`src/rtl/riscv_pipe_ctrl_pkg.sv`:
```
// Shared types and helpers for the pipeline stall/flush sequencer.
package riscv_pipe_ctrl_pkg;

  localparam int REG_IDX_W = 5;

  typedef enum logic [1:0] {
    PIPE_S_RUN     = 2'd0,
    PIPE_S_MD_WAIT = 2'd1,
    PIPE_S_DM_WAIT = 2'd2,
    PIPE_S_FLUSH   = 2'd3
  } pipe_state_e;

  // One source operand collides with the EX destination register.
  function automatic logic src_hazard(input logic                 used,
                                      input logic [REG_IDX_W-1:0] rs,
                                      input logic [REG_IDX_W-1:0] rd);
    return used && (rs == rd);
  endfunction

endpackage

```
`src/rtl/riscv_pipe_ctrl_if.sv`:
```
// Hazard inputs and stage-register controls between the datapath and the sequencer.
interface riscv_pipe_ctrl_if #(parameter int CNT_W = 16);
  import riscv_pipe_ctrl_pkg::*;

  logic [REG_IDX_W-1:0] i_id_rs1;
  logic [REG_IDX_W-1:0] i_id_rs2;
  logic                 i_id_rs1_used;
  logic                 i_id_rs2_used;
  logic [REG_IDX_W-1:0] i_ex_rd;
  logic                 i_ex_rd_we;
  logic                 i_ex_is_load;
  logic                 i_ex_md_start;
  logic                 i_md_done;
  logic                 i_dmem_req;
  logic                 i_dmem_ready;
  logic                 i_ex_redirect;
  logic                 i_trap;
  logic                 o_pc_hold;
  logic                 o_ifid_en;
  logic                 o_idex_en;
  logic                 o_exmem_en;
  logic                 o_ifid_clr;
  logic                 o_idex_clr;
  logic                 o_exmem_clr;
  logic [1:0]           o_state;
  logic                 o_md_timeout;
  logic [CNT_W-1:0]     o_stall_cnt;

  modport master (
    output i_id_rs1, i_id_rs2, i_id_rs1_used, i_id_rs2_used, i_ex_rd, i_ex_rd_we,
           i_ex_is_load, i_ex_md_start, i_md_done, i_dmem_req, i_dmem_ready,
           i_ex_redirect, i_trap,
    input  o_pc_hold, o_ifid_en, o_idex_en, o_exmem_en, o_ifid_clr, o_idex_clr,
           o_exmem_clr, o_state, o_md_timeout, o_stall_cnt
  );

  modport slave (
    input  i_id_rs1, i_id_rs2, i_id_rs1_used, i_id_rs2_used, i_ex_rd, i_ex_rd_we,
           i_ex_is_load, i_ex_md_start, i_md_done, i_dmem_req, i_dmem_ready,
           i_ex_redirect, i_trap,
    output o_pc_hold, o_ifid_en, o_idex_en, o_exmem_en, o_ifid_clr, o_idex_clr,
           o_exmem_clr, o_state, o_md_timeout, o_stall_cnt
  );

endinterface

```
`src/rtl/riscv_pipe_ctrl_hazard_detect.sv`:
```
// Combinational load-use detector: a load in EX feeding a source of the ID instruction.
module riscv_hazard_detect
  import riscv_pipe_ctrl_pkg::*;
(
  input  logic [REG_IDX_W-1:0] i_id_rs1,
  input  logic [REG_IDX_W-1:0] i_id_rs2,
  input  logic                 i_id_rs1_used,
  input  logic                 i_id_rs2_used,
  input  logic [REG_IDX_W-1:0] i_ex_rd,
  input  logic                 i_ex_rd_we,
  input  logic                 i_ex_is_load,
  output logic                 o_load_use
);

  logic w_rd_live;

  // x0 is hard-wired to zero, so a load targeting it never creates a dependency.
  assign w_rd_live  = i_ex_is_load && i_ex_rd_we && (i_ex_rd != {REG_IDX_W{1'b0}});
  assign o_load_use = w_rd_live &&
                      (src_hazard(i_id_rs1_used, i_id_rs1, i_ex_rd) ||
                       src_hazard(i_id_rs2_used, i_id_rs2, i_ex_rd));

endmodule

```
`src/rtl/riscv_pipe_ctrl.sv`:
```
// Stall/flush sequencer for the IF/ID, ID/EX and EX/MEM pipeline registers.
module riscv_pipe_ctrl
  import riscv_pipe_ctrl_pkg::*;
#(
  parameter int FLUSH_CYCLES = 1,
  parameter int MD_TIMEOUT   = 64,
  parameter int CNT_W        = 16
) (
  input  logic             i_clk,
  input  logic             i_rstn,
  riscv_pipe_ctrl_if.slave bus
);

  localparam int                    MD_CNT_W  = $clog2(MD_TIMEOUT);
  localparam logic [MD_CNT_W-1:0]   MD_LAST   = MD_CNT_W'(MD_TIMEOUT - 1);
  localparam logic [MD_CNT_W-1:0]   MD_ONE    = MD_CNT_W'(1'b1);
  localparam logic [2:0]            FL_RELOAD = 3'(FLUSH_CYCLES - 1);
  localparam logic [CNT_W-1:0]      CNT_ONE   = CNT_W'(1'b1);

  pipe_state_e         r_state;
  pipe_state_e         w_next_state;
  logic [2:0]          r_flush_cnt;
  logic [2:0]          w_flush_cnt_nxt;
  logic [MD_CNT_W-1:0] r_md_cnt;
  logic [MD_CNT_W-1:0] w_md_cnt_nxt;
  logic [CNT_W-1:0]    r_stall_cnt;
  logic                w_load_use;
  logic                w_dm_stall;
  logic                w_pc_hold;
  logic                w_ifid_en;
  logic                w_idex_en;
  logic                w_exmem_en;
  logic                w_ifid_clr;
  logic                w_idex_clr;
  logic                w_exmem_clr;
  logic                w_md_timeout;

  riscv_hazard_detect u_hazard (
    .i_id_rs1      (bus.i_id_rs1),
    .i_id_rs2      (bus.i_id_rs2),
    .i_id_rs1_used (bus.i_id_rs1_used),
    .i_id_rs2_used (bus.i_id_rs2_used),
    .i_ex_rd       (bus.i_ex_rd),
    .i_ex_rd_we    (bus.i_ex_rd_we),
    .i_ex_is_load  (bus.i_ex_is_load),
    .o_load_use    (w_load_use)
  );

  assign w_dm_stall = bus.i_dmem_req && !bus.i_dmem_ready;

  // Priority decode: trap, data-memory wait, mul/div wait, redirect/flush, load-use.
  always_comb begin
    w_next_state    = r_state;
    w_flush_cnt_nxt = r_flush_cnt;
    w_md_cnt_nxt    = r_md_cnt;
    w_pc_hold       = 1'b0;
    w_ifid_en       = 1'b0;
    w_idex_en       = 1'b0;
    w_exmem_en      = 1'b0;
    w_ifid_clr      = 1'b0;
    w_idex_clr      = 1'b0;
    w_exmem_clr     = 1'b0;
    w_md_timeout    = 1'b0;
    if (!i_rstn) begin
      w_next_state    = PIPE_S_RUN;
      w_flush_cnt_nxt = 3'd0;
      w_md_cnt_nxt    = {MD_CNT_W{1'b0}};
    end else if (bus.i_trap) begin
      w_ifid_clr      = 1'b1;
      w_idex_clr      = 1'b1;
      w_exmem_clr     = 1'b1;
      w_next_state    = PIPE_S_RUN;
      w_flush_cnt_nxt = 3'd0;
      w_md_cnt_nxt    = {MD_CNT_W{1'b0}};
    end else if (w_dm_stall) begin
      w_pc_hold       = 1'b1;
      w_ifid_en       = 1'b1;
      w_idex_en       = 1'b1;
      w_exmem_en      = 1'b1;
      w_next_state    = PIPE_S_DM_WAIT;
      w_flush_cnt_nxt = 3'd0;
      w_md_cnt_nxt    = {MD_CNT_W{1'b0}};
    end else if (r_state == PIPE_S_MD_WAIT) begin
      if (bus.i_md_done) begin
        w_next_state = PIPE_S_RUN;
        w_md_cnt_nxt = {MD_CNT_W{1'b0}};
      end else begin
        w_pc_hold   = 1'b1;
        w_ifid_en   = 1'b1;
        w_idex_en   = 1'b1;
        w_exmem_clr = 1'b1;
        if (r_md_cnt == MD_LAST) begin
          w_md_timeout = 1'b1;
          w_next_state = PIPE_S_RUN;
          w_md_cnt_nxt = {MD_CNT_W{1'b0}};
        end else begin
          w_md_cnt_nxt = r_md_cnt + MD_ONE;
        end
      end
    end else begin
      // RUN, FLUSH, or the cycle a data-memory wait resolves.
      w_next_state = PIPE_S_RUN;
      if (bus.i_ex_redirect) begin
        w_ifid_clr = 1'b1;
        w_idex_clr = 1'b1;
        if (FLUSH_CYCLES > 1) begin
          w_next_state    = PIPE_S_FLUSH;
          w_flush_cnt_nxt = FL_RELOAD;
        end else begin
          w_flush_cnt_nxt = 3'd0;
        end
      end else if (r_state == PIPE_S_FLUSH) begin
        w_ifid_clr = 1'b1;
        w_idex_clr = 1'b1;
        if (r_flush_cnt <= 3'd1) begin
          w_flush_cnt_nxt = 3'd0;
        end else begin
          w_next_state    = PIPE_S_FLUSH;
          w_flush_cnt_nxt = r_flush_cnt - 3'd1;
        end
      end else if (w_load_use) begin
        w_pc_hold  = 1'b1;
        w_ifid_en  = 1'b1;
        w_idex_clr = 1'b1;
      end else begin
        w_flush_cnt_nxt = 3'd0;
      end
      if (bus.i_ex_md_start && (r_state != PIPE_S_FLUSH)) begin
        w_next_state = PIPE_S_MD_WAIT;
        w_md_cnt_nxt = {MD_CNT_W{1'b0}};
      end else begin
        w_md_cnt_nxt = {MD_CNT_W{1'b0}};
      end
    end
  end

  // FSM state and the flush / mul-div timeout counters.
  always_ff @(posedge i_clk or negedge i_rstn) begin
    if (!i_rstn) begin
      r_state     <= PIPE_S_RUN;
      r_flush_cnt <= 3'd0;
      r_md_cnt    <= {MD_CNT_W{1'b0}};
    end else begin
      r_state     <= w_next_state;
      r_flush_cnt <= w_flush_cnt_nxt;
      r_md_cnt    <= w_md_cnt_nxt;
    end
  end

  // Saturating count of PC-hold cycles; sticks at all-ones.
  always_ff @(posedge i_clk or negedge i_rstn) begin
    if (!i_rstn) begin
      r_stall_cnt <= {CNT_W{1'b0}};
    end else if (w_pc_hold && (r_stall_cnt != {CNT_W{1'b1}})) begin
      r_stall_cnt <= r_stall_cnt + CNT_ONE;
    end else begin
      r_stall_cnt <= r_stall_cnt;
    end
  end

  assign bus.o_pc_hold    = w_pc_hold;
  assign bus.o_ifid_en    = w_ifid_en;
  assign bus.o_idex_en    = w_idex_en;
  assign bus.o_exmem_en   = w_exmem_en;
  assign bus.o_ifid_clr   = w_ifid_clr;
  assign bus.o_idex_clr   = w_idex_clr;
  assign bus.o_exmem_clr  = w_exmem_clr;
  assign bus.o_md_timeout = w_md_timeout;
  assign bus.o_state      = r_state;
  assign bus.o_stall_cnt  = r_stall_cnt;

endmodule

```
`src/flat_wrapper.sv`:
```
// flat-port wrapper written by rule: the top's interface ports become plain ports
module riscv_pipe_ctrl_flat import riscv_pipe_ctrl_pkg::*;
#(
  parameter int FLUSH_CYCLES = 1,
  parameter int MD_TIMEOUT   = 64,
  parameter int CNT_W        = 16
)
  (i_clk, i_rstn, bus_i_id_rs1, bus_i_id_rs2, bus_i_id_rs1_used, bus_i_id_rs2_used, bus_i_ex_rd, bus_i_ex_rd_we, bus_i_ex_is_load, bus_i_ex_md_start, bus_i_md_done, bus_i_dmem_req, bus_i_dmem_ready, bus_i_ex_redirect, bus_i_trap, bus_o_pc_hold, bus_o_ifid_en, bus_o_idex_en, bus_o_exmem_en, bus_o_ifid_clr, bus_o_idex_clr, bus_o_exmem_clr, bus_o_state, bus_o_md_timeout, bus_o_stall_cnt);
  riscv_pipe_ctrl_if #(.CNT_W(CNT_W)) bus_i ();
  input  logic i_clk;
  input  logic i_rstn;
  input wire logic [$bits(bus_i.i_id_rs1)-1:0] bus_i_id_rs1;
  input wire logic [$bits(bus_i.i_id_rs2)-1:0] bus_i_id_rs2;
  input wire logic [$bits(bus_i.i_id_rs1_used)-1:0] bus_i_id_rs1_used;
  input wire logic [$bits(bus_i.i_id_rs2_used)-1:0] bus_i_id_rs2_used;
  input wire logic [$bits(bus_i.i_ex_rd)-1:0] bus_i_ex_rd;
  input wire logic [$bits(bus_i.i_ex_rd_we)-1:0] bus_i_ex_rd_we;
  input wire logic [$bits(bus_i.i_ex_is_load)-1:0] bus_i_ex_is_load;
  input wire logic [$bits(bus_i.i_ex_md_start)-1:0] bus_i_ex_md_start;
  input wire logic [$bits(bus_i.i_md_done)-1:0] bus_i_md_done;
  input wire logic [$bits(bus_i.i_dmem_req)-1:0] bus_i_dmem_req;
  input wire logic [$bits(bus_i.i_dmem_ready)-1:0] bus_i_dmem_ready;
  input wire logic [$bits(bus_i.i_ex_redirect)-1:0] bus_i_ex_redirect;
  input wire logic [$bits(bus_i.i_trap)-1:0] bus_i_trap;
  output wire logic [$bits(bus_i.o_pc_hold)-1:0] bus_o_pc_hold;
  output wire logic [$bits(bus_i.o_ifid_en)-1:0] bus_o_ifid_en;
  output wire logic [$bits(bus_i.o_idex_en)-1:0] bus_o_idex_en;
  output wire logic [$bits(bus_i.o_exmem_en)-1:0] bus_o_exmem_en;
  output wire logic [$bits(bus_i.o_ifid_clr)-1:0] bus_o_ifid_clr;
  output wire logic [$bits(bus_i.o_idex_clr)-1:0] bus_o_idex_clr;
  output wire logic [$bits(bus_i.o_exmem_clr)-1:0] bus_o_exmem_clr;
  output wire logic [$bits(bus_i.o_state)-1:0] bus_o_state;
  output wire logic [$bits(bus_i.o_md_timeout)-1:0] bus_o_md_timeout;
  output wire logic [$bits(bus_i.o_stall_cnt)-1:0] bus_o_stall_cnt;
  assign bus_i.i_id_rs1 = bus_i_id_rs1;
  assign bus_i.i_id_rs2 = bus_i_id_rs2;
  assign bus_i.i_id_rs1_used = bus_i_id_rs1_used;
  assign bus_i.i_id_rs2_used = bus_i_id_rs2_used;
  assign bus_i.i_ex_rd = bus_i_ex_rd;
  assign bus_i.i_ex_rd_we = bus_i_ex_rd_we;
  assign bus_i.i_ex_is_load = bus_i_ex_is_load;
  assign bus_i.i_ex_md_start = bus_i_ex_md_start;
  assign bus_i.i_md_done = bus_i_md_done;
  assign bus_i.i_dmem_req = bus_i_dmem_req;
  assign bus_i.i_dmem_ready = bus_i_dmem_ready;
  assign bus_i.i_ex_redirect = bus_i_ex_redirect;
  assign bus_i.i_trap = bus_i_trap;
  assign bus_o_pc_hold = bus_i.o_pc_hold;
  assign bus_o_ifid_en = bus_i.o_ifid_en;
  assign bus_o_idex_en = bus_i.o_idex_en;
  assign bus_o_exmem_en = bus_i.o_exmem_en;
  assign bus_o_ifid_clr = bus_i.o_ifid_clr;
  assign bus_o_idex_clr = bus_i.o_idex_clr;
  assign bus_o_exmem_clr = bus_i.o_exmem_clr;
  assign bus_o_state = bus_i.o_state;
  assign bus_o_md_timeout = bus_i.o_md_timeout;
  assign bus_o_stall_cnt = bus_i.o_stall_cnt;
  riscv_pipe_ctrl #(.FLUSH_CYCLES(FLUSH_CYCLES), .MD_TIMEOUT(MD_TIMEOUT), .CNT_W(CNT_W)) u_core (.i_clk(i_clk), .i_rstn(i_rstn), .bus(bus_i));
endmodule
```
`config.mk`:
```
export PLATFORM = sky130hd
export DESIGN_NAME = riscv_pipe_ctrl_flat
export DESIGN_NICKNAME = d
export VERILOG_FILES = /design/src/rtl/riscv_pipe_ctrl_pkg.sv /design/src/rtl/riscv_pipe_ctrl_if.sv /design/src/rtl/riscv_pipe_ctrl_hazard_detect.sv /design/src/rtl/riscv_pipe_ctrl.sv /design/src/flat_wrapper.sv
export SDC_FILE = /design/constraint.sdc
export NUM_CORES = 1
export LEC_CHECK = 0
export CORE_MARGIN = 1.5
export CORE_UTILIZATION = 50
export CTS_BUF_LIST = sky130_fd_sc_hd__clkbuf_2
export DETAILED_ROUTE_END_ITERATION = 12
export GPL_ROUTABILITY_DRIVEN = 0
export PLACE_DENSITY = 0.88
export SLEW_MARGIN = 20
export SYNTH_ARGS = -nofsm -noshare
export SYNTH_HDL_FRONTEND = slang
export SYNTH_SLANG_ARGS = --single-unit
```
`constraint.sdc`:
```
create_clock -name i_clk -period 4.1 [get_ports i_clk]
set_input_delay 0.41 -clock i_clk [delete_from_list [all_inputs] [get_ports i_clk]]
set_output_delay 0.41 -clock i_clk [all_outputs]
set_load 0.05 [all_outputs]
```
# == Word-level counts from Yosys, hierarchy flattened ==
# Index checks and enable logic that the tools add are counted.
# op_classes
reduce_logical,12
n_lt_le_gt_ge,1
muxes,60
n_eq_ne,10
addsub,3
# ops
operator,n
$mux W1,36
$mux W6,6
$mux W3,8
$mux W2,10
$add A16 B1 Y16 const B,1
$ne A16 B16 Y1 const B,1
$eq A5 B5 Y1,2
$logic_and A1 B1 Y1,8
$add A6 B1 Y6 const B,1
$eq A6 B6 Y1 const B,1
$ne A6 B4 Y1 const B,1
$ne A6 B5 Y1 const B,1
$reduce_bool A5 Y1,1
$ne A4 B3 Y1 const B,1
$le A3 B1 Y1 const B,1
$sub A3 B1 Y3 const B,1
$eq A2 B1 Y1 const B,1
$eq A2 B2 Y1 const B,1
$ne A2 B2 Y1 const B,1
$reduce_and A2 Y1,1
$logic_not A1 Y1,1
$logic_or A1 B1 Y1,1
# word_totals
output_inout_bits,26
register_bits,27
wordCells,90
in_bits,27

# == Logic depth before layout (Yosys ltp) ==
# Gate-level depths: netlist of the first run.
# depth
ltp_word,12
mapped_depth,8
ltp_nobuf,7

# == Hierarchy ==
# A second synthesis of the first run with hierarchy kept.
# hier_totals
cells_unflattened,167
area_unflattened_um2,1660.3
# by_module_without_submodules
mod,area_per_inst_um2,cells_each,instances,seq_area_each_um2
riscv_pipe_ctrl,1525.2,150,1,675.6
riscv_hazard_detect,135.1,17,1,0.0

# == Least setup slack after synthesis of the first run ==
# OpenSTA, ideal clock, no wires.
# synth_path
path_type,register -> register
startpoint,"reg u_core.r_state[0], in the netlist u_core.bus.o_state[0]"
endpoint,"reg u_core.r_stall_cnt[8], in the netlist u_core.bus.o_stall_cnt[8]"
t_required_ps,3958
setup_ps,142
t_arrival_ps,3058
path_stages_with_launch,9
path_buffers,1
synth_period_minus_slack_ps,3200
slack_ps,900
cell_sequence,dfrtp_1 nand2b_1 or2_2 a21oi_1 a21o_1 o21a_4 buf_6 nand3_1 xnor2_1
# synth_between
elab_chain_len,8
elab_cells_between_ends,9
cone_classes,2 x eq/ne; 6 x mux; 1 x reduce/logical
# synth_rtl
element,line,text
start: declaration,riscv_pipe_ctrl.sv:20,pipe_state_e r_state;
start signal: assignment,riscv_pipe_ctrl.sv:144,r_state <= w_next_state;
$eq A2 B2 Y1,riscv_pipe_ctrl.sv:112,end else if (r_state == PIPE_S_FLUSH) begin
$mux W1 (2 in series),--,
$mux W1 (*) (4 in series),--,
named net bus_o_ifid_en,flat_wrapper.sv:26,output wire logic [$bits(bus_i.o_ifid_en)-1:0] bus_o_ifid_en;
$logic_and A1 B1 Y1 (*),riscv_pipe_ctrl.sv:154,end else if (w_pc_hold && (r_stall_cnt != {CNT_W{1'b1}})) begin
end signal: assignment,riscv_pipe_ctrl.sv:153,r_stall_cnt <= {CNT_W{1'b0}};
end signal: assignment,riscv_pipe_ctrl.sv:155,r_stall_cnt <= r_stall_cnt + CNT_ONE;
end signal: assignment,riscv_pipe_ctrl.sv:157,r_stall_cnt <= r_stall_cnt;
end: declaration,riscv_pipe_ctrl.sv:26,logic [CNT_W-1:0] r_stall_cnt;
# Mark *: on every way through the listed nets, which the timed path passes. The rest lies on a longest branch.
# A chain may end at the register's enable or synchronous reset.

# == Worst setup path in the final report of the first run ==
# layout_path
startpoint,in bus_i_ex_rd[2]
endpoint,out bus_o_idex_clr
# layout_between
elab_chain_len,11
elab_cells_between_ends,15
cone_classes,2 x eq/ne; 7 x mux; 6 x reduce/logical
# layout_rtl
element,line,text
start: declaration,flat_wrapper.sv:16,input wire logic [$bits(bus_i.i_ex_rd)-1:0] bus_i_ex_rd;
$eq A5 B5 Y1,riscv_pipe_ctrl_pkg.sv:17,return used && (rs == rd);
$logic_and A1 B1 Y1,riscv_pipe_ctrl_pkg.sv:17,
$logic_or A1 B1 Y1,riscv_pipe_ctrl_hazard_detect.sv:20,"(src_hazard(i_id_rs1_used, i_id_rs1, i_ex_rd) ||"
$logic_and A1 B1 Y1 (*),riscv_pipe_ctrl_hazard_detect.sv:19,assign o_load_use = w_rd_live &&
$mux W1 (*),riscv_pipe_ctrl.sv:121,end else if (w_load_use) begin
$mux W1 (*),riscv_pipe_ctrl.sv:112,
$mux W1 (*),riscv_pipe_ctrl.sv:103,if (bus.i_ex_redirect) begin
$mux W1 (*),riscv_pipe_ctrl.sv:83,end else if (r_state == PIPE_S_MD_WAIT) begin
$mux W1 (*),riscv_pipe_ctrl.sv:75,end else if (w_dm_stall) begin
$mux W1 (*),riscv_pipe_ctrl.sv:68,end else if (bus.i_trap) begin
$mux W1 (*),riscv_pipe_ctrl.sv:64,if (!i_rstn) begin
end: declaration,flat_wrapper.sv:30,output wire logic [$bits(bus_i.o_idex_clr)-1:0] bus_o_idex_clr;
# Mark *: on every way between the ends. The rest lies on a longest branch, timed or not.

==> results of run 1 <==
cells in the final DEF (no fill, tap or decap), types with 2 or more instances in the layout:
cell	n
nor2b_1	2
and3_1	5
inv_1	5
xnor2_1	25
mux2_2	2
xor2_1	2
clkdlybuf4s50_1	49
o22ai_1	2
ha_1	4
clkbuf_2	3
or2_2	2
nand2_1	12
dfrtp_1	27
o21a_1	2
nor2_1	15
nand3_1	12
nor3_1	2
nand4_1	6
buf_4	4
nand2b_1	6
a21oi_1	7
per-layer routing:
metal	global-route usage	vias to the layer above	wire length [um]
met5	0	-	0
met4	0.0698	0	36
met3	0.0246	4	190
met2	0.401	42	1780
met1	0.271	645	1410
li1	-	642	-
worst paths after layout:
check | to | slack (ns) | cells after the start
max | bus_o_idex_clr | 1.13 | 6
min | u_core.r_md_cnt[4]$_DFF_PN0_ | 0.39 | 2
max reg2reg | u_core.bus.o_stall_cnt[1]$_DFFE_PN0P_ | 2.00 | 6
min reg2reg | u_core.r_md_cnt[0]$_DFF_PN0_ | 0.48 | 1
max in group asynchronous | u_core.bus.o_stall_cnt[12]$_DFFE_PN0P_ | 3.43 | 2
min in group i_clk | u_core.r_md_cnt[0]$_DFF_PN0_ | 0.48 | 1
final cells by class:
type,count,area (um^2),area share
Clock buffer,3,15.0,0.00726
Tap cell,31,38.8,0.0188
Multi-Input combinational cell,120,791,0.383
Timing Repair Buffer,53,520,0.252
Inverter,5,18.8,0.00908
Sequential cell,27,676,0.327
Clock inverter,1,7.51,0.00363
power by group through the flow:
stage | clock [uW] | combinational [uW] | sequential, uW
finish | 102 | 221 | 312
global route | 116 | 235 | 316
CTS | 106 | 222 | 313
detailed placement | 0 | 222 | 318
global placement | 0 | 218 | 316
floorplan | 0 | 61.6 | 384
stage by stage:
step / hold WS [ns] / power (uW) / std cells
floorplan: 0.114 / 446 / 154
global placement: 0.446 / 535 / 236
CTS: 0.382 / 642 / 240
global route: 0.382 / 667 / 240
finish: 0.393 / 636 / 240
detailed placement: 0.457 / 539 / 236
logic make-up after synthesis:
group | after synthesis | share of synthesized area
AO/OA/AOI/OAI | 20 | 0.0965
XOR/XNOR | 27 | 0.157
adder cells (fa/ha/maj) | 4 | 0.0333
buffers and inverters | 7 | 0.0250
flip-flops | 27 | 0.449
multiplexers | 2 | 0.0150
AND/OR/NAND/NOR | 67 | 0.224
worst max-delay path: stages:
cell             delay [ns]
clkdlybuf4s50_1        0.49
or4_1                  0.55
o211ai_2               0.17
nand2b_1               0.15
o21bai_1               0.08
clkdlybuf4s50_1        0.70
registers in the layout, indices dropped and copies added (netlist names):
name,count
u_core.r_md_cnt,6
u_core.bus.o_state,2
u_core.r_flush_cnt,3
u_core.bus.o_stall_cnt,16
cell usage after synthesis:
cell | number | area, um^2
dfrtp_1 | 27 | 676
or2_2 | 2 | 12.5
nor2_1 | 15 | 56.3
nand4_1 | 6 | 37.5
o21a_1 | 2 | 15.0
nor3b_1 | 1 | 7.51
o21a_4 | 1 | 15.0
o21bai_1 | 1 | 7.51
or4_1 | 1 | 7.51
nor4_1 | 1 | 6.26
a21oi_1 | 7 | 35.0
xor2_1 | 2 | 17.5
buf_4 | 1 | 7.51
o22ai_1 | 2 | 12.5
mux2_2 | 2 | 22.5
nand2b_1 | 6 | 37.5
nor3_1 | 2 | 10.0
o31a_1 | 1 | 8.76
buf_6 | 1 | 11.3
o21ai_0 | 1 | 5.00
inv_1 | 5 | 18.8
a41oi_1 | 1 | 8.76
nor2b_1 | 2 | 12.5
xnor2_1 | 25 | 219
or3_1 | 1 | 6.26
and2_1 | 1 | 6.26
and3_1 | 5 | 31.3
o211a_1 | 1 | 10.0
o211ai_2 | 1 | 12.5
ha_1 | 4 | 50.1
nand2_1 | 12 | 45.0
a21o_1 | 1 | 7.51
a211oi_1 | 1 | 7.51
nand3_1 | 12 | 60.1
==> flow_summary_export.csv, run 1 <==
group,metric,value,unit
sta,setup_viol,0,
routing,wire_per_inst,14.2,um
sta,post-route-min-period,2.97,ns
die,rows,19,
routing,first_pass_iters,8,
hold_path,hp-class,"primary input to async pin",
pwr,p_switching,237,uW
sta,slew-limit-headroom,0.658,
flow_run,maxCapViolations,0,
die,io_pins,53,
worst_setup_path,end_kind,"output pin",
cts,htreeDepth,1,
global_routing,grt_use_total,0.220,
logic_synthesis,syn-num-nets,185,
worst_setup_path,cp_max_fo,3,
worst_setup_path,arrival,2.56,ns
cts,clk_path_buf_depth,2,
global_routing,antenna_found_initial,0,
worst_setup_path,worst-setup-path-type,"primary input to output pin",
finish,final_util,0.737,
pwr,power_leakage,0.000829,uW
routing,drt_iter0_markers,67,
routing,num_vias,1333,
die,die_area,3350,um^2
finish,finalNetCount,241,
sta,skew,0.0103,ns
die,fp.dieH,57.8,um
worst_setup_path,startpoint_type,"primary input",
routing,antenna_left,0,
cts,cts_root_buf,"clkbuf_2",
routing,wl,3.41,mm
sta,worstMarginPinSlew,0.512,ns
sta,drv_slew,0,
logic_synthesis,synthesis.area,1500,um^2
global_routing,grt_pass1_vias,1378,
routing,drc,3,
cts,cts_buffers,3,
finish,area_growth,37.4,%
die,initial_core_util,0.536,
die,die_w,57.8,um
placement,numPortBuffers,52,
pwr,switching_share,0.373,
finish,antennaDiodeCount,0,
logic_synthesis,yosysWarnings,0,
finish,fillers,218,
pwr,combPwrFrac,0.348,
logic_synthesis,syn_avg_cell_area,9.77,um^2
logic_synthesis,yosysSeqAreaShare,0.449,
sta,hold_viol,0,
logic_synthesis,ys_seq_elements,27,
logic_synthesis,yosysUniqueCellTypes,34,
sta,rsz0062_at_grt,"false",
pwr,cellPowerDensity,308,nW/um^2
pwr,internal-power,399,uW
worst_setup_path,required,3.69,ns
cts,cts.sinks,27,
worst_setup_path,rr_startpoint,"u_core.bus.o_state[0]$_DFFE_PN0P_",
sta,clock.fmax,337,MHz
cts,path_clk_slew,0.26,ns
cts,clkLatencyLatePin,0.35,ns
pwr,pwr-share-clk,0.161,
finish,drive_above_1_share,0.0670,
global_routing,overflow,0,
outcome,violations,"design-rule violations",
cts,cts_setup_buffers,0,
finish,postLayoutCellArea,2070,um^2
global_routing,grt_max_degree,32,
pwr,p_seq_frac,0.491,
routing,vias_per_cell,5.55,
placement,dpl-instance-area,2040,um^2
outcome,status,"complete, but fails checks",
sta,fin_tns_setup,0,ns
placement,hpwl,2.70,mm
sta,min_period_over_period,0.723,
cts,cts_tree,"done",
sta,setup_ws,1.13,ns
die,core_area,2810,um^2
worst_setup_path,cp-startpoint,"bus_i_ex_rd[2]",
global_routing,grt_first_pass_wirelength,5.86,mm
placement,preCtsSetupSlack,1.14,ns
logic_synthesis,syn_inst,154,
cts,cts_resized,0,
cts,cts_hold_buf,0,
pwr,peakVddDrop,0.436,mV
Note: power is estimated with default switching activity, not from simulation.
==> run 2: changes to the inputs <==
--- a/config.mk
+++ b/config.mk
@@ -6,11 +6,11 @@
 export NUM_CORES = 1
 export LEC_CHECK = 0
 export CORE_MARGIN = 1.5
-export CORE_UTILIZATION = 50
+export CORE_UTILIZATION = 42
 export CTS_BUF_LIST = sky130_fd_sc_hd__clkbuf_2
 export DETAILED_ROUTE_END_ITERATION = 12
 export GPL_ROUTABILITY_DRIVEN = 0
-export PLACE_DENSITY = 0.88
+export PLACE_DENSITY = 0.78
 export SLEW_MARGIN = 20
 export SYNTH_ARGS = -nofsm -noshare
 export SYNTH_HDL_FRONTEND = slang
==> constraint.sdc (replaced) <==
create_clock -name i_clk -period 2.7 [get_ports i_clk]
set_input_delay 0.27 -clock i_clk [delete_from_list [all_inputs] [get_ports i_clk]]
set_output_delay 0.27 -clock i_clk [all_outputs]
set_load 0.05 [all_outputs]
==> run 2 against run 1 <==
Against the previous run:
- worst setup slack got worse by 0.75 ns
- critical path type is now register to output pin
- cell area rose by 5.8%
- via count fell by 3.1%
- the run now ends clean
- critical endpoint is now bus_o_md_timeout
==> flow_summary_export.csv, run 2 (synthesis gave the netlist of run 1 again) <==
group,metric,value,unit
finish,finalNetCount,241,
flow_run,maxCapViolations,0,
finish,postLayoutCellArea,2190,um^2
die,fp.dieH,62.8,um
routing,antenna_left,0,
finish,drive_above_1_share,0.100,
die,initial_core_util,0.444,
cts,path_clk_slew,0.27,ns
cts,cts_tree,"done",
cts,cts_buffers,3,
global_routing,overflow,0,
global_routing,use_met1,0.206,
sta,hold_slack,0.268,ns
sta,hold_viol,0,
sta,worstMarginPinSlew,0.504,ns
placement,dpl-instance-area,2160,um^2
global_routing,grt_pass1_vias,1337,
routing,wire_per_inst,13.0,um
global_routing,grt_first_pass_wirelength,5.75,mm
worst_setup_path,r2r_cells,6,
worst_setup_path,cp-startpoint,"u_core.bus.o_state[1]$_DFFE_PN0P_",
cts,htreeDepth,1,
sta,setup_viol,0,
pwr,power_leakage,0.000861,uW
finish,antennaDiodeCount,0,
routing,num_vias,1292,
die,rows,21,
cts,cts_root_buf,"clkbuf_2",
worst_setup_path,rr_startpoint,"u_core.bus.o_state[1]$_DFFE_PN0P_",
placement,preCtsSetupSlack,0.265,ns
worst_setup_path,cp-endpoint,"bus_o_md_timeout",
global_routing,grt.met3_usage,0.0252,
sta,setup_ws,0.384,ns
routing,drc,0,
sta,min_period_over_period,0.858,
global_routing,use_met2,0.337,
global_routing,grt_use_total,0.176,
sta,clock.fmax,432,MHz
worst_setup_path,cp_max_fo,4,
pwr,power.total,979,uW
worst_setup_path,r2r_slack,0.62,ns
pwr,peakVddDrop,0.570,mV
worst_setup_path,arrival,2.05,ns
finish,largest_register_ff_count,16,
cts,cts_setup_buffers,0,
hold_path,hp-class,"primary input to async pin",
finish,most-common-layout-cells,"clkdlybuf4s50_1, dfrtp_1, xnor2_1",
sta,slew-limit-headroom,0.663,
routing,drt_iter0_markers,36,
die,die_w,62.8,um
cts,clk_path_buf_depth,2,
sta,drv_slew,0,
cts,cts.sinks,27,
placement,numPortBuffers,52,
global_routing,grt_max_degree,31,
sta,rsz0062_at_grt,"false",
cts,clkLatencyLatePin,0.36,ns
worst_setup_path,end_kind,"output pin",
worst_setup_path,r2r_end,"u_core.bus.o_stall_cnt[1]$_DFFE_PN0P_",
pwr,cellPowerDensity,448,nW/um^2
cts,cts_hold_buf,0,
outcome,status,"finished, final reports clean",
sta,skew,0.0351,ns
die,io_pins,53,
die,die_area,3950,um^2
global_routing,antenna_found_initial,0,
routing,vias_per_cell,5.07,
routing,first_pass_iters,4,
worst_setup_path,worst-setup-path-type,"register to output pin",
worst_setup_path,required,2.43,ns
global_routing,top_usage_layer,"met2",
worst_setup_path,startpoint_type,"register",
routing,wl,3.31,mm
die,core_area,3390,um^2
placement,hpwl,2.62,mm
finish,final_common_cell,"clkdlybuf4s50_1",
sta,fin_tns_setup,0,ns
cts,cts_resized,0,
finish,area_growth,45.3,%
sta,post-route-min-period,2.32,ns
-- run 2: changes by cell type in the layout (fill, tap and decap cells not counted) --
cell,previous run,this run
buf_12,0,8
a21o_1,1,0
a21oi_4,0,1
buf_4,4,1
clkdlybuf4s50_1,49,44
a21oi_1,7,6
a21o_2,0,1
-- run 2: worst min path at each step --
stage | slack (ns) | cells after the start | from | endpoint
after floorplan | -0.03 | 0 | i_rstn | u_core.bus.o_stall_cnt[0]$_DFFE_PN0P_
after global placement | 0.44 | 1 | u_core.r_md_cnt[0]$_DFF_PN0_ | u_core.r_md_cnt[0]$_DFF_PN0_
after detailed placement | 0.45 | 1 | u_core.r_md_cnt[0]$_DFF_PN0_ | u_core.r_md_cnt[0]$_DFF_PN0_
after CTS | 0.28 | 2 | i_rstn | u_core.bus.o_state[1]$_DFFE_PN0P_
after global routing | 0.27 | 2 | i_rstn | u_core.bus.o_state[0]$_DFFE_PN0P_
final | 0.27 | 2 | i_rstn | u_core.bus.o_state[1]$_DFFE_PN0P_
-- run 2: metal layers --
metal  vias to the layer above  part of all wire
met5                         -                 0
met4                         0            0.0036
met3                         2             0.044
met2                        33              0.51
met1                       614              0.44
li1                        643                 -
-- run 2: cell type report --
| cell class | instances | area (um^2) |
|---|---|---|
| Fill cell | 267 | 1200 |
| Multi-Input combinational cell | 120 | 803 |
| Timing Repair Buffer | 53 | 608 |
| Clock inverter | 1 | 7.51 |
| Inverter | 5 | 18.8 |
| Sequential cell | 27 | 676 |
| Tap cell | 46 | 57.6 |
| Clock buffer | 3 | 15.0 |
-- run 2: through the flow --
step | util | std cells
floorplan | - | 154
global placement | 0.638 | 251
detailed placement | 0.638 | 251
CTS | 0.645 | 255
global route | 0.645 | 255
finish | 0.645 | 255
-- run 2: power breakdown --
part	internal (uW)	switching (uW)	total, uW	leakage (uW)
registers	435	40.9	476	0.000371
clock network	34.4	119	154	0.0000126
logic	148	202	350	0.000477
-- run 2: critical path, cell delays in order (launching register included) --
cell	delay (ns)
dfrtp_1	0.46
nand2b_1	0.18
or2_2	0.34
or2_2	0.33
nor2_1	0.21
buf_12	0.17
==> run 3: changes to the inputs <==
--- a/config.mk
+++ b/config.mk
@@ -5,6 +5,7 @@
 export SDC_FILE = /design/constraint.sdc
 export NUM_CORES = 1
 export LEC_CHECK = 0
+export CORE_ASPECT_RATIO = 0.5
 export CORE_MARGIN = 1.5
 export CORE_UTILIZATION = 42
 export CTS_BUF_LIST = sky130_fd_sc_hd__clkbuf_2
==> run 3 against run 2 <==
Against the previous run:
- clock power about the same
- highest routed layer unchanged
- clock-buffer cell count unchanged
- global-route usage is 0.099 points lower
- via count decreased by 2.8%
- non-clock buffer count unchanged
- maximum frequency rose by 2.0%
- combinational power about the same
- critical path type is now primary input to output pin
- flip-flop and latch count stayed put
- cell area increased by 0.29%
- utilization shrank 0.66 points
- sequential power barely moved
==> flow_summary_export.csv, run 3 (synthesis gave the netlist of run 1 again) <==
group,metric,value,unit
pwr,p_seq_frac,0.484,
cts,path_clk_slew,0.26,ns
routing,antenna_left,0,
finish,area_growth,45.8,%
cts,cts_resized,0,
worst_setup_path,arrival,2.00,ns
worst_setup_path,required,2.43,ns
sta,rsz0062_at_grt,"false",
die,io_pins,53,
global_routing,grt_max_degree,31,
cts,htreeDepth,1,
flow_run,maxCapViolations,0,
pwr,p_switching,363,uW
global_routing,antenna_found_initial,0,
worst_setup_path,startpoint_type,"primary input",
die,initial_core_util,0.438,
cts,cts_tree,"done",
finish,finalNonFillerCells,260,
cts,cts_buffers,3,
global_routing,overflow,0,
pwr,internal-power,617,uW
routing,vias_per_cell,4.83,
routing,wl,3.19,mm
routing,num_vias,1256,
finish,drive_above_1_share,0.100,
routing,first_pass_iters,4,
pwr,peakVddDrop,0.285,mV
worst_setup_path,cp_max_fo,6,
sta,setup_viol,0,
cts,cts_hold_buf,0,
pwr,switching_share,0.371,
cts,clkLatencyLatePin,0.37,ns
placement,preCtsSetupSlack,0.260,ns
outcome,status,"finished, final reports clean",
sta,hold_slack,0.302,ns
cts,cts.sinks,27,
finish,postLayoutCellArea,2190,um^2
routing,drc,0,
die,fp.dieH,45.3,um
finish,largest_register_ff_count,16,
worst_setup_path,end_kind,"output pin",
die,core_area,3430,um^2
cts,cts_setup_buffers,0,
sta,worstMarginPinSlew,0.524,ns
global_routing,grt_use_total,0.175,
sta,skew,0.0119,ns
pwr,power_leakage,0.000861,uW
sta,setup_ws,0.429,ns
placement,numPortBuffers,52,
placement,hpwl,2.57,mm
placement,dpl-instance-area,2170,um^2
global_routing,grt_pass1_vias,1212,
sta,slew-limit-headroom,0.650,
pwr,cellPowerDensity,447,nW/um^2
sta,drv_slew,0,
finish,most-common-layout-cells,"clkdlybuf4s50_1, dfrtp_1, xnor2_1",
pwr,combPwrFrac,0.356,
cts,clk_path_buf_depth,2,
routing,wire_per_inst,12.3,um
sta,clock.fmax,440,MHz
die,rows,15,
worst_setup_path,worst-setup-path-type,"primary input to output pin",
finish,finalNetCount,241,
die,die_w,87.6,um
sta,fin_tns_setup,0,ns
finish,multiInputGateArea,803,um^2
cts,cts_root_buf,"clkbuf_2",
sta,post-route-min-period,2.27,ns
finish,layout.area.seq,676,um^2
placement,dp.cells,256,
sta,hold_viol,0,
die,die_area,3970,um^2
sta,min_period_over_period,0.841,
global_routing,grt_first_pass_wirelength,5.34,mm
hold_path,hp-class,"primary input to async pin",
routing,drt_iter0_markers,23,
finish,fillers,287,
finish,final_common_cell,"clkdlybuf4s50_1",
finish,antennaDiodeCount,0,
pwr,pwr-share-clk,0.160,
## run 3: stage by stage
| step | utilization | total power, uW |
|---|---|---|
| final | 0.638 | 981 |
| after global routing | 0.638 | 1040 |
| after CTS | 0.638 | 994 |
| after detailed placement | 0.632 | 835 |
| after global placement | 0.632 | 828 |
| after floorplan | - | 679 |
## run 3: metal layers
layer	GRT usage	wire, um	share of wire	vias up
li1	-	-	-	637
met5	0	0	0	-
met2	0.334	1650	0.52	14
met4	0.0286	10	0.0031	0
met3	0.0384	91	0.029	3
met1	0.212	1440	0.45	602
## run 3: layout make-up
class                      instances  share of cell area
tap                               51              0.0291
timing repair buffer              53               0.277
multi-input combinational        120               0.366
clock buffer                       3             0.00685
clock inverter                     1             0.00342
inverter                           5             0.00856
sequential                        27               0.308
## run 3: worst paths after layout
kind	end	slack, ns	startpoint	cells past startpoint
max	bus_o_pc_hold	0.43	bus_i_ex_rd[2]	6
max reg2reg	u_core.bus.o_stall_cnt[1]$_DFFE_PN0P_	0.67	u_core.bus.o_state[1]$_DFFE_PN0P_	6
min in group i_clk	u_core.r_md_cnt[0]$_DFF_PN0_	0.49	u_core.r_md_cnt[0]$_DFF_PN0_	1
min reg2reg	u_core.r_md_cnt[0]$_DFF_PN0_	0.49	u_core.r_md_cnt[0]$_DFF_PN0_	1
max in group asynchronous	u_core.r_md_cnt[5]$_DFF_PN0_	2.13	i_rstn	2
min	u_core.bus.o_stall_cnt[2]$_DFFE_PN0P_	0.30	i_rstn	2
## run 3: critical path: stages
cell and delay (ns):
clkdlybuf4s50_1 0.48, or4_1 0.55, o211ai_2 0.17, nor4_1 0.07, a21o_2 0.29, buf_12 0.17
## run 3: power by group through the flow
stage | Clock (uW) | Combinational (uW) | Sequential [uW]
2_1_floorplan | 0 | 95.1 | 584
3_3_place_gp | 0 | 347 | 481
3_5_place_dp | 0 | 352 | 483
4_1_cts | 166 | 353 | 476
5_1_grt | 180 | 374 | 484
6_report | 157 | 349 | 475
